[src/rtl/dm_pkg.sv]
// rtl/dm_pkg.sv - shared types and reset defaults for the dm hop sequencer
package dm_pkg;

  typedef enum logic [1:0] {
    HOLD     = 2'd0,
    SEQ      = 2'd1,
    PINGPONG = 2'd2,
    EXT      = 2'd3
  } dm_mode_e;

  // Fixed-width carrier for the defaults; modules resize to their own WIDTH.
  typedef struct packed {
    logic [15:0] c;
    logic [15:0] b;
    logic [15:0] n;
    logic [15:0] p;
  } dm_dflt_t;

  localparam dm_dflt_t DM_LOW  = '{c: 16'd49, b: 16'd29, n: 16'd21, p: 16'd20};
  localparam dm_dflt_t DM_HIGH = '{c: 16'd51, b: 16'd20, n: 16'd20, p: 16'd19};

endpackage

[src/rtl/dm_hop_table.sv]
// rtl/dm_hop_table.sv - parameter-set register file with write-through read port
module dm_hop_table
  import dm_pkg::*;
#(
  parameter int WIDTH = 16,
  parameter int DEPTH = 4,
  parameter int IDX_W = $clog2(DEPTH)
) (
  input  logic                 clk_mod,
  input  logic                 rst,
  input  logic                 wr_en,
  input  logic [IDX_W-1:0]     wr_addr,
  input  logic [4*WIDTH-1:0]   wr_data,
  input  logic [IDX_W-1:0]     rd_addr,
  input  logic                 byp_en,
  output logic [4*WIDTH-1:0]   rd_data
);

  typedef struct packed {
    logic [WIDTH-1:0] c;
    logic [WIDTH-1:0] b;
    logic [WIDTH-1:0] n;
    logic [WIDTH-1:0] p;
  } dm_param_t;

  dm_param_t tbl [DEPTH];
  logic      wr_ok;

  function automatic dm_param_t dflt(input int i);
    dm_dflt_t  d;
    dm_param_t r;
    d   = (i == 1) ? DM_HIGH : DM_LOW;
    r.c = WIDTH'(d.c);
    r.b = WIDTH'(d.b);
    r.n = WIDTH'(d.n);
    r.p = WIDTH'(d.p);
    return r;
  endfunction

  assign wr_ok = wr_en && (int'(wr_addr) < DEPTH);

  always_ff @(posedge clk_mod or negedge rst) begin
    if (!rst) begin
      for (int i = 0; i < DEPTH; i++) begin
        tbl[i] <= dflt(i);
      end
    end else if (wr_ok) begin
      tbl[wr_addr] <= wr_data;
    end
  end

  // Bypass only on hop loads; HOLD reloads see writes one cycle late.
  always_comb begin
    rd_data = tbl[rd_addr];
    if (byp_en && wr_ok && (wr_addr == rd_addr)) begin
      rd_data = wr_data;
    end
  end

endmodule

[src/rtl/dm_hop_seq.sv]
// rtl/dm_hop_seq.sv - frequency-hopping sequencer driving the dm core parameters
module dm_hop_seq
  import dm_pkg::*;
#(
  parameter int WIDTH   = 16,
  parameter int DEPTH   = 4,
  parameter int DWELL_W = 8,
  parameter int IDX_W   = $clog2(DEPTH)
) (
  input  logic               clk_mod,
  input  logic               rst,
  input  logic               en,
  input  logic [1:0]         mode,
  input  logic [DWELL_W-1:0] dwell,
  input  logic [IDX_W-1:0]   ext_sel,
  input  logic               wr_en,
  input  logic [IDX_W-1:0]   wr_addr,
  input  logic [WIDTH-1:0]   wr_c,
  input  logic [WIDTH-1:0]   wr_b,
  input  logic [WIDTH-1:0]   wr_n,
  input  logic [WIDTH-1:0]   wr_p,
  output logic [WIDTH-1:0]   dm_c,
  output logic [WIDTH-1:0]   dm_b,
  output logic [WIDTH-1:0]   dm_n,
  output logic [WIDTH-1:0]   dm_p,
  output logic [IDX_W-1:0]   idx,
  output logic               hop
);

  typedef struct packed {
    logic [WIDTH-1:0] c;
    logic [WIDTH-1:0] b;
    logic [WIDTH-1:0] n;
    logic [WIDTH-1:0] p;
  } dm_param_t;

  localparam logic [IDX_W-1:0]   LAST  = IDX_W'(DEPTH - 1);
  localparam logic [IDX_W-1:0]   ONE   = IDX_W'(1);
  localparam logic [DWELL_W-1:0] CNT_1 = DWELL_W'(1);

  dm_mode_e           mode_e;
  logic [DWELL_W-1:0] cnt;
  logic               dir_up;
  logic [IDX_W-1:0]   idx_q;
  dm_param_t          dm_q;
  logic               hop_q;

  logic               hop_go;
  logic               load;
  logic [IDX_W-1:0]   nxt_idx;
  logic               nxt_dir;
  logic [IDX_W-1:0]   rd_addr;
  logic [4*WIDTH-1:0] rd_data;

  assign mode_e  = dm_mode_e'(mode);
  assign hop_go  = en && (mode_e != HOLD) && (cnt >= dwell);
  assign load    = hop_go || (en && (mode_e == HOLD));
  assign rd_addr = hop_go ? nxt_idx : idx_q;

  always_comb begin
    nxt_idx = idx_q;
    nxt_dir = dir_up;
    case (mode_e)
      SEQ: begin
        nxt_idx = (idx_q == LAST) ? '0 : idx_q + ONE;
      end
      PINGPONG: begin
        if (dir_up) begin
          if (idx_q == LAST) begin
            nxt_idx = idx_q - ONE;
            nxt_dir = 1'b0;
          end else begin
            nxt_idx = idx_q + ONE;
          end
        end else begin
          if (idx_q == '0) begin
            nxt_idx = ONE;
            nxt_dir = 1'b1;
          end else begin
            nxt_idx = idx_q - ONE;
          end
        end
      end
      EXT: begin
        nxt_idx = (ext_sel > LAST) ? LAST : ext_sel;
      end
      default: begin
        nxt_idx = idx_q;
      end
    endcase
  end

  always_ff @(posedge clk_mod or negedge rst) begin
    if (!rst) begin
      cnt    <= '0;
      idx_q  <= '0;
      dir_up <= 1'b1;
      hop_q  <= 1'b0;
      dm_q   <= '{c: WIDTH'(DM_LOW.c), b: WIDTH'(DM_LOW.b),
                  n: WIDTH'(DM_LOW.n), p: WIDTH'(DM_LOW.p)};
    end else begin
      hop_q <= hop_go;
      if (hop_go) begin
        cnt    <= '0;
        idx_q  <= nxt_idx;
        dir_up <= nxt_dir;
      end else if (en && (mode_e != HOLD)) begin
        cnt <= cnt + CNT_1;
      end
      if (load) begin
        dm_q <= rd_data;
      end
    end
  end

  dm_hop_table #(
    .WIDTH (WIDTH),
    .DEPTH (DEPTH),
    .IDX_W (IDX_W)
  ) u_table (
    .clk_mod (clk_mod),
    .rst     (rst),
    .wr_en   (wr_en),
    .wr_addr (wr_addr),
    .wr_data ({wr_c, wr_b, wr_n, wr_p}),
    .rd_addr (rd_addr),
    .byp_en  (hop_go),
    .rd_data (rd_data)
  );

  assign dm_c = dm_q.c;
  assign dm_b = dm_q.b;
  assign dm_n = dm_q.n;
  assign dm_p = dm_q.p;
  assign idx  = idx_q;
  assign hop  = hop_q;

endmodule

[config.mk]
export PLATFORM = sky130hd
export DESIGN_NAME = dm_hop_seq
export DESIGN_NICKNAME = d
export VERILOG_FILES = /design/src/rtl/dm_pkg.sv /design/src/rtl/dm_hop_table.sv /design/src/rtl/dm_hop_seq.sv
export SDC_FILE = /design/constraint.sdc
export NUM_CORES = 1
export LEC_CHECK = 0
export CORE_MARGIN = 5
export CORE_UTILIZATION = 55
export CTS_CLUSTER_DIAMETER = 100
export DETAILED_ROUTE_END_ITERATION = 16
export HOLD_SLACK_MARGIN = 0.05
export PLACE_DENSITY_LB_ADDON = 0.2
export SYNTH_ARGS = -nofsm -noshare
export SYNTH_HDL_FRONTEND = slang
export SYNTH_SLANG_ARGS = --single-unit
[constraint.sdc]
create_clock -name clk_mod -period 3.8 [get_ports clk_mod]
set_input_delay 0.76 -clock clk_mod [delete_from_list [all_inputs] [get_ports clk_mod]]
set_output_delay 0.76 -clock clk_mod [all_outputs]
set_load 0.02 [all_outputs]
==> Word level (Yosys, flattened, before mapping) <==
Cells that the tools add are included.
{ "word_totals": {"regBits": 332, "latchBits": 0, "mem_bits_rw": 0, "romBits": 0, "elab_cells": 70, "mem_count": 0} }
{ "classes": {"add_sub_neg": 3, "multipliers": 0, "div_mod_pow": 0, "order_cmp": 5, "n_eq_ne": 5, "n_shift": 0, "muxes": 19, "bitwise_logic": 2, "n_reduce_logical": 12} }
{ "op_table": {"columns": ["cell", "count"], "rows": [
  ["$bwmux W256", 1],
  ["$mux W64", 4],
  ["$bmux W64 S2", 1],
  ["$demux W64 S2", 1],
  ["$mux W8", 2],
  ["$mux W2", 6],
  ["$add A8 B1 Y8 const B", 1],
  ["$ge A8 B8 Y1", 1],
  ["$eq A2 B2 Y1 const B", 3],
  ["$ge A3 B3 Y1 const B", 2],
  ["$logic_and A1 B1 Y1", 6],
  ["$not A2 Y3", 2],
  ["$pmux W2 S3", 1],
  ["$logic_not A2 Y1", 2],
  ["$reduce_bool A2 Y1", 2],
  ["$lt A3 B1 Y1 const B", 1],
  ["$mux W1", 3],
  ["$add A2 B1 Y2 const B", 1],
  ["$eq A2 B1 Y1 const B", 1],
  ["$eq A2 B2 Y1", 1],
  ["$gt A2 B2 Y1 const B", 1],
  ["$reduce_and A2 Y1", 1],
  ["$sub A2 B1 Y2 const B", 1],
  ["$logic_or A1 B1 Y1", 1]
]} }

==> Longest topological paths before layout <==
{ "logic_depth": {"word_depth": 10, "mapped_depth": 12, "mapped_depth_nobuf": 10} }

==> Cells and area by module <==
From an unflattened synthesis, not the netlist that was laid out.
{ "hier_totals": {"hier_cells": 923, "hier_area_um2": 15419.8} }
{ "modules_own_cells": {"columns": ["mod", "instances", "cells_each", "area_per_inst_um2", "seq_area_each_um2"], "rows": [
  ["dm_hop_table", 1, 695, 11865.1, 6465.0],
  ["dm_hop_seq", 1, 228, 3554.7, 1918.1]
]} }

==> Worst setup path after synthesis <==
OpenSTA, ideal clock, no wires.
{ "synth_timing": {"path_type": "input -> register", "start": "input port dwell[0]", "end": "register dm_q (netlist bit dm_n[10])", "setup_ps": 135, "t_arrival_ps": 2876, "slack_ps": 789, "cell_stages": 10, "path_buffers": 2, "cell_sequence": "ha_1 nand2b_1 a2111o_1 a31o_2 a32oi_4 buf_6 buf_2 and2b_1 a211oi_1 o31ai_1"} }
{ "synth_via": {"elab_chain_cells": 8, "elab_cells_between_ends": 12, "classes_between": "1 x order compare; 1 x eq/ne; 5 x mux; 1 x bitwise; 4 x reduce/logical"} }
{ "synth_rtl": {"columns": ["item", "line_no", "text"], "rows": [
  ["from (decl)", "dm_hop_seq.sv:14", "input logic [DWELL_W-1:0] dwell,"],
  ["$ge A8 B8 Y1 *", "dm_hop_seq.sv:56", "assign hop_go = en && (mode_e != HOLD) && (cnt >= dwell);"],
  ["$logic_and A1 B1 Y1 *", "dm_hop_seq.sv:56", null],
  ["$mux W2", null, null],
  ["$not A2 Y3 (not written as such)", "dm_hop_table.sv:54", "rd_data = tbl[rd_addr];"],
  ["$bmux W64 S2", "dm_hop_table.sv:54", null],
  ["$mux W64 (not written as such) (2 in a row)", "dm_hop_table.sv:54", null],
  ["$mux W64", "dm_hop_table.sv:55", "if (byp_en && wr_ok && (wr_addr == rd_addr)) begin"],
  ["to (signal assigned)", "dm_hop_seq.sv:99", "dm_q <= '{c: WIDTH'(DM_LOW.c), b: WIDTH'(DM_LOW.b),"],
  ["to (signal assigned)", "dm_hop_seq.sv:111", "dm_q <= rd_data;"],
  ["to (decl)", "dm_hop_seq.sv:45", "dm_param_t dm_q;"]
]} }
Mark *: on every way between the ends. The rest lies on a longest branch, timed or not. The select of a mux whose other input is x is not followed.
A chain may end at the register's enable or synchronous reset.

==> Worst setup path after layout <==
{ "layout_timing": {"start": "input port dwell[0]", "end": "register dm_q (netlist bit dm_n[11])"} }
The elaborated chain is that of the path after synthesis.

==> results.md <==
- Status: complete, no violations
- PnR Total Power: 12100 µW
- Clock-pin slew on the worst setup and hold paths: 60 ps
- Setup Skew: 18.6 ps
- Post-synth EDFFs: 0
- Pwr Density: 665 nW/µm²
- Crit start category: input pin
- Dominant synthesized flop cell: dfrtp_1
- Final setup viols: 0
- Slowest CP cell: a2111o_1
- TNS Setup: 0 ps
- Share of layout cells above drive strength 1: 0.315
- Crit path top cell by count: buf_12
- DR DRC count: 0
- FMAX: 0.314 GHz
- Max cap viols: 0
- CTS Hold Bufs: 0
- Kind of critical path: input pin to flop
- Cell Rows: 60
- Fin. Hold Viols: 0
- Actual slew at the worst max-slew pin: 1060 ps
- Post-layout min period: 3180 ps
- Synthesized flop and latch total: 332
- Mapped Cells: 1163
- Hold Path Class: input pin to asynchronous set/reset pin
- Unique masters post-synth: 37
- CTS resizes: 0
- Antenna violations before repair: 0
- Worst EP arrival: 3570 ps
- Final Cycle Share: 0.838
- R2R Path Start: cnt[0]
- Storage element area: 8380 µm²
- Post-DP HPWL: 19.8 mm
- Most frequent cells after synthesis: dfrtp_1 (272), mux2_2 (258), a211oi_1 (130), nor2b_1 (125), o31ai_1 (65)
- Clk Latency, worst-skew pair: 510 ps
- Port-buffer cells: 148
- Synth area leader: dfrtp_1
- Layout Nets: 1385
- Buffers from clock root to sink, at most: 3
- CP max FO: 36
- RSZ-0062 raised after global routing: no
- WL/cell: 20.6 µm
- Worst r2r path cells: 11
- Initial DRC count: 496
- GP Congestion: 0.797
- Total Routing Usage GR: 0.224
- Post-synth ARST share: 1.00
- Mapped Area: 15100 µm²
- Fillers: 1968
- Via density: 6.01
- Share of the synthesized area in the top cell type: 0.451
- DRT Wirelength: 34.2 mm
- H-tree Lvls: 2
- Die area: 30800 µm²
- Max transition margin: 0.293
- Post-synthesis sequential area ratio: 0.556
- Vias in the first global route: 10447
- Lkg Pwr: 0.00739 µW
- Pin count of the biggest net entering global routing: 138
- R2R Setup Slk: 820 ps
- GR Overflow Total: 0
- Area contributors post-synth: dfrtp_1 (45%), mux2_2 (19%), dfstp_2 (10%)
- Most common cell in the synthesized netlist: dfrtp_1
- Routed Antenna Nets: 0
- Capture point of the worst reg-to-reg path: dm_n[11]
- Synth Warn #: 0
- Syn-to-layout area delta: 20.3%
- Root Buffer: clkbuf_16
- Area of the core: 27000 µm²
- Initial cell density of the core: 0.560
- Average size of a mapped cell: 13.0 µm²
- Clock sink count: 332
- Crit path buf inv count: 3
- Die W: 176 µm
- Peak VDD IR: 0.399 mV
- Crit end category: flop
- Number of buffers created by CTS: 36
- First-pass GRT wire length: 56.3 mm
- Multi-input logic area: 6260 µm²
- TritonCTS clock tree: yes
- Post-CTS Setup Repair Bufs: 0
- CP peak stage delay: 450 ps
- Final Slew Violations: 0
- CP required: 4190 ps
- Drt first pass iters: 5
- Die Y: 176 µm
- Top delay family on crit path: compound AO/OA/AOI/OAI gates
- Critical path cell sequence: clkdlybuf4s50_1 -> ha_1 -> nand2b_1 -> a2111o_1 -> a31o_2 -> a32oi_4 -> buf_12 -> buf_12 -> and2b_1 -> a211oi_1 -> o31ai_1
- Syn nets: 1257
- I/O Pins: 149
- Via Count: 9977
## kinds of logic after synthesis
| group | count (synthesis) | share of synthesized area |
|---|---|---|
| AO/OA/AOI/OAI | 279 | 0.138 |
| multiplexers | 258 | 0.193 |
| buffers and inverters | 105 | 0.0314 |
| adder cells (fa/ha/maj) | 12 | 0.00995 |
| flip-flops | 332 | 0.556 |
| AND/OR/NAND/NOR | 171 | 0.0685 |
| XOR/XNOR | 6 | 0.00348 |
## flip-flops by register name, summed over array words and instances (netlist names)
name / count
dm_p: 16
hop: 1
u_table.tbl: 256
cnt: 8
dir_up: 1
dm_n: 16
dm_c: 16
dm_b: 16
idx: 2
## layout by cell type, fill, tap and decap left out, types with 14 or more instances in the layout
| cell | n |
|---|---|
| dfrtp_1 | 272 |
| clkdlybuf4s50_1 | 147 |
| dfstp_2 | 60 |
| clkbuf_1 | 14 |
| inv_1 | 14 |
| a22oi_1 | 64 |
| buf_12 | 17 |
| clkbuf_16 | 37 |
| nor2b_1 | 125 |
| o31ai_1 | 65 |
| buf_4 | 15 |
| a211oi_1 | 130 |
| mux2_2 | 258 |
## stage by stage
| step | area, µm² | instances | hold slack (ps) | util | setup WS (ps) |
|---|---|---|---|---|---|
| global placement | 17100 | 1594 | 479 | 0.633 | 162 |
| floorplan | 15100 | 1163 | 464 | - | 789 |
| global route | 18100 | 1660 | 187 | 0.673 | 427 |
| CTS | 18100 | 1660 | 172 | 0.673 | 622 |
| finish | 18200 | 1661 | 164 | 0.674 | 616 |
| detailed placement | 17100 | 1594 | 485 | 0.633 | 78.9 |
## how the worst max path moves through the flow
| stage | end | slack [ps] | startpoint | cells after the start |
|---|---|---|---|---|
| 2_1_floorplan | dm_n[10] | 790 | dwell[0] | 10 |
| 3_3_place_gp | dm_n[11] | 160 | dwell[0] | 11 |
| 3_5_place_dp | dm_n[11] | 80 | dwell[0] | 11 |
| 4_1_cts | dm_n[11] | 620 | dwell[0] | 11 |
| 5_1_grt | dm_n[11] | 430 | dwell[0] | 11 |
| 6_report | dm_n[11] | 620 | dwell[0] | 11 |
## where the power goes
part           internal [µW]  switching [µW]
sequential              4520             545
combinational           1870            1930
clock                   1860            1350
## worst register-to-register path: stages (launching register included)
cell and delay (ps):
dfrtp_1 420, inv_1 60, ha_1 260, nand2b_1 140
a2111o_1 450, a31o_2 320, a32oi_4 230, buf_12 220
buf_12 220, and2b_1 210, a211oi_1 230, o31ai_1 110
## final cells by class
cell class | count | area share
inverters | 15 | 0.00310
repair buffers | 180 | 0.107
clock inverters | 12 | 0.00372
clock buffers | 54 | 0.0562
diodes | 1 | 0.000138
well taps | 341 | 0.0235
flip-flops and latches | 332 | 0.462
multi-input cells | 726 | 0.345
## metal layers
metal  vias to the layer above  GRT usage  share of wire
met4                         0     0.0543          0.017
met1                      5120      0.310           0.45
met2                       241      0.372           0.48
li1                       4570          -              -
met5                         -          0              0
met3                        46     0.0418          0.055
No activity file was read; power rests on OpenSTA's default activity.
==> variant: new RTL, same settings <==
Remove the case item `SEQ` of the case on `mode_e`.
--- a/src/rtl/dm_hop_seq.sv
+++ b/src/rtl/dm_hop_seq.sv
@@ -61,9 +61,6 @@
     nxt_idx = idx_q;
     nxt_dir = dir_up;
     case (mode_e)
-      SEQ: begin
-        nxt_idx = (idx_q == LAST) ? '0 : idx_q + ONE;
-      end
       PINGPONG: begin
         if (dir_up) begin
           if (idx_q == LAST) begin
Check against the original RTL: not equivalent (a bounded check fails within 4 cycles, from zero or initial values and one cycle with rst low).
==> variant against the original RTL <==
  * Cell count is 26% higher
  * Synthesized cell count increased by 29%
  * Global-route usage increased by 1.8 points
  * Final area rose by 19%
  * Setup slack worse by 0.0092 ns
  * Worst hold slack better by 0.074 ns
  * Critical endpoint is now dm_c[15]
  * Core utilization decreased by 0.93 points
  * Clock skew is 0.0087 ns higher
  * Routed wire length is 26% higher
  * Synthesized area increased by 20%
  * Sequential cell count is the same
  * Register-to-register slack better by 0.06 ns
  * Largest power group is now combinational logic
  * Power is 19% higher
  * Combinational power increased by 44%
==> variant: results (changes against the original RTL) <==
[status]
status=completed

[global_routing]
grt_max_degree=130  ; -5.8%
grt_pass1_wl_um=71300  ; +27%
track_usage_pct=24.2  ; +1.8 points
antenna_found_initial=2  ; +2
first_global_vias=13300  ; +28%

[cells_and_area]
inv_count=33  ; +18
seq_area_sq_um=8390  ; about the same
drive_above_1_share_pct=26.3  ; -5.3 points
num-fill-cells=2542  ; +29%
antenna_cells=0  ; -1
largest_register_ffs=256  ; unchanged
n_clock_buffer=55  ; +1.9%
buffer_area_share_pct=9.85  ; -0.83 points
multi_input_area_share_pct=42.5  ; +8.1 points
multi_input_cells=1025  ; +41%
clk_share_pct=5.67  ; -0.32 points
signal_buffers=192  ; +6.7%
layout.nets=1712  ; +24%

[sta]
fmax_mhz=313  ; -0.29%
tightest_slew_ns=1.04  ; -0.0233 ns
finClkSkew_ns=0.0273  ; +0.00870 ns
fin_hold_ws_ns=0.238  ; +0.0738 ns

[synthesis]
synthXorXnorAreaFrac_pct=0.0968  ; -0.25 points
ys_seq_elements=332  ; unchanged
synth_cell_types=40  ; +8.1%
synthTopCellsByArea=dfrtp_1, mux2i_1, mux2_2, dfstp_2, o21ai_0
synthMuxAreaShare_pct=36.8  ; +18 points
ys_seq_area_share_pct=46.3  ; -9.2 points
synthAdderAreaFrac_pct=0.622  ; -0.37 points
synth_compound_area_share_pct=8.78  ; -5.0 points
synth_nets=1591  ; +27%
ys.flop_type=dfrtp_1

[clocking]
cts_setup_buffers=0  ; unchanged
clkSlewWorstSetupHoldPaths_ns=0.06  ; about the same
cts_inserted_buffers=37  ; +2.8%
clk_latency_ns=0.53  ; +0.02 ns

[route]
drtPass1Iterations=4  ; -1
wire_per_inst_um=20.7  ; +0.47%
vias_per_cell=5.88  ; -2.2%
drt-initial-drc-count=590  ; +19%

[power_and_ir_drop]
power.density_nw_per_um2=663  ; -0.36%
pwr-share-seq_pct=36.4  ; -5.5 points
power_leader=combinational logic
peakVddDrop_uv=564  ; +41%
leakagePower_nw=10.4  ; +41%
p_comb_share_pct=38.3  ; +6.8 points
swShare_pct=34.2  ; +2.5 points

[setup_path]
cpLargestDelayFamily=simple AND/OR/NAND/NOR gates
worstPathArrival_ns=3.56  ; about the same
r2r_setup_slack_ns=0.88  ; +0.06 ns
crit_slowest_cell=clkdlybuf4s50_1
critical_path.max_fanout=23  ; -36%

[placement]
place_congestion=0.790  ; -0.93%
place_ws_ns=0.0990  ; +0.0201 ns

## variant: cells by family after synthesis
family | Yosys count
and+or+nand+nor | 172
buffers and inverters | 143
adders and majority gates | 9
AOI/OAI and AO/OA | 200
DFF | 332
muxes | 642
xor gates and xnor gates | 2
## variant: metrics by stage
stage               cells  area [sq um]
CTS                  2091         21600
global placement     2024         20400
floorplan            1500         18100
global route         2091         21600
detailed placement   2024         20400
finish               2091         21600
## variant: routing by layer
layer  wire length, um  GRT usage, %
met1             18900          31.7
met5                34             0
met4               763          6.33
met3              1590          3.87
met2             22000          42.0
## variant: worst paths after layout
kind	end	start	cells past startpoint
setup / recovery	dm_c[15]	dwell[5]	11
hold / removal	u_table.tbl[193]	rst	1
setup reg to reg	dm_c[15]	cnt[0]	11
hold reg to reg	u_table.tbl[16]	u_table.tbl[16]	2
max in group asynchronous	u_table.tbl[80]	rst	2
min in group clk_mod	u_table.tbl[16]	u_table.tbl[16]	2
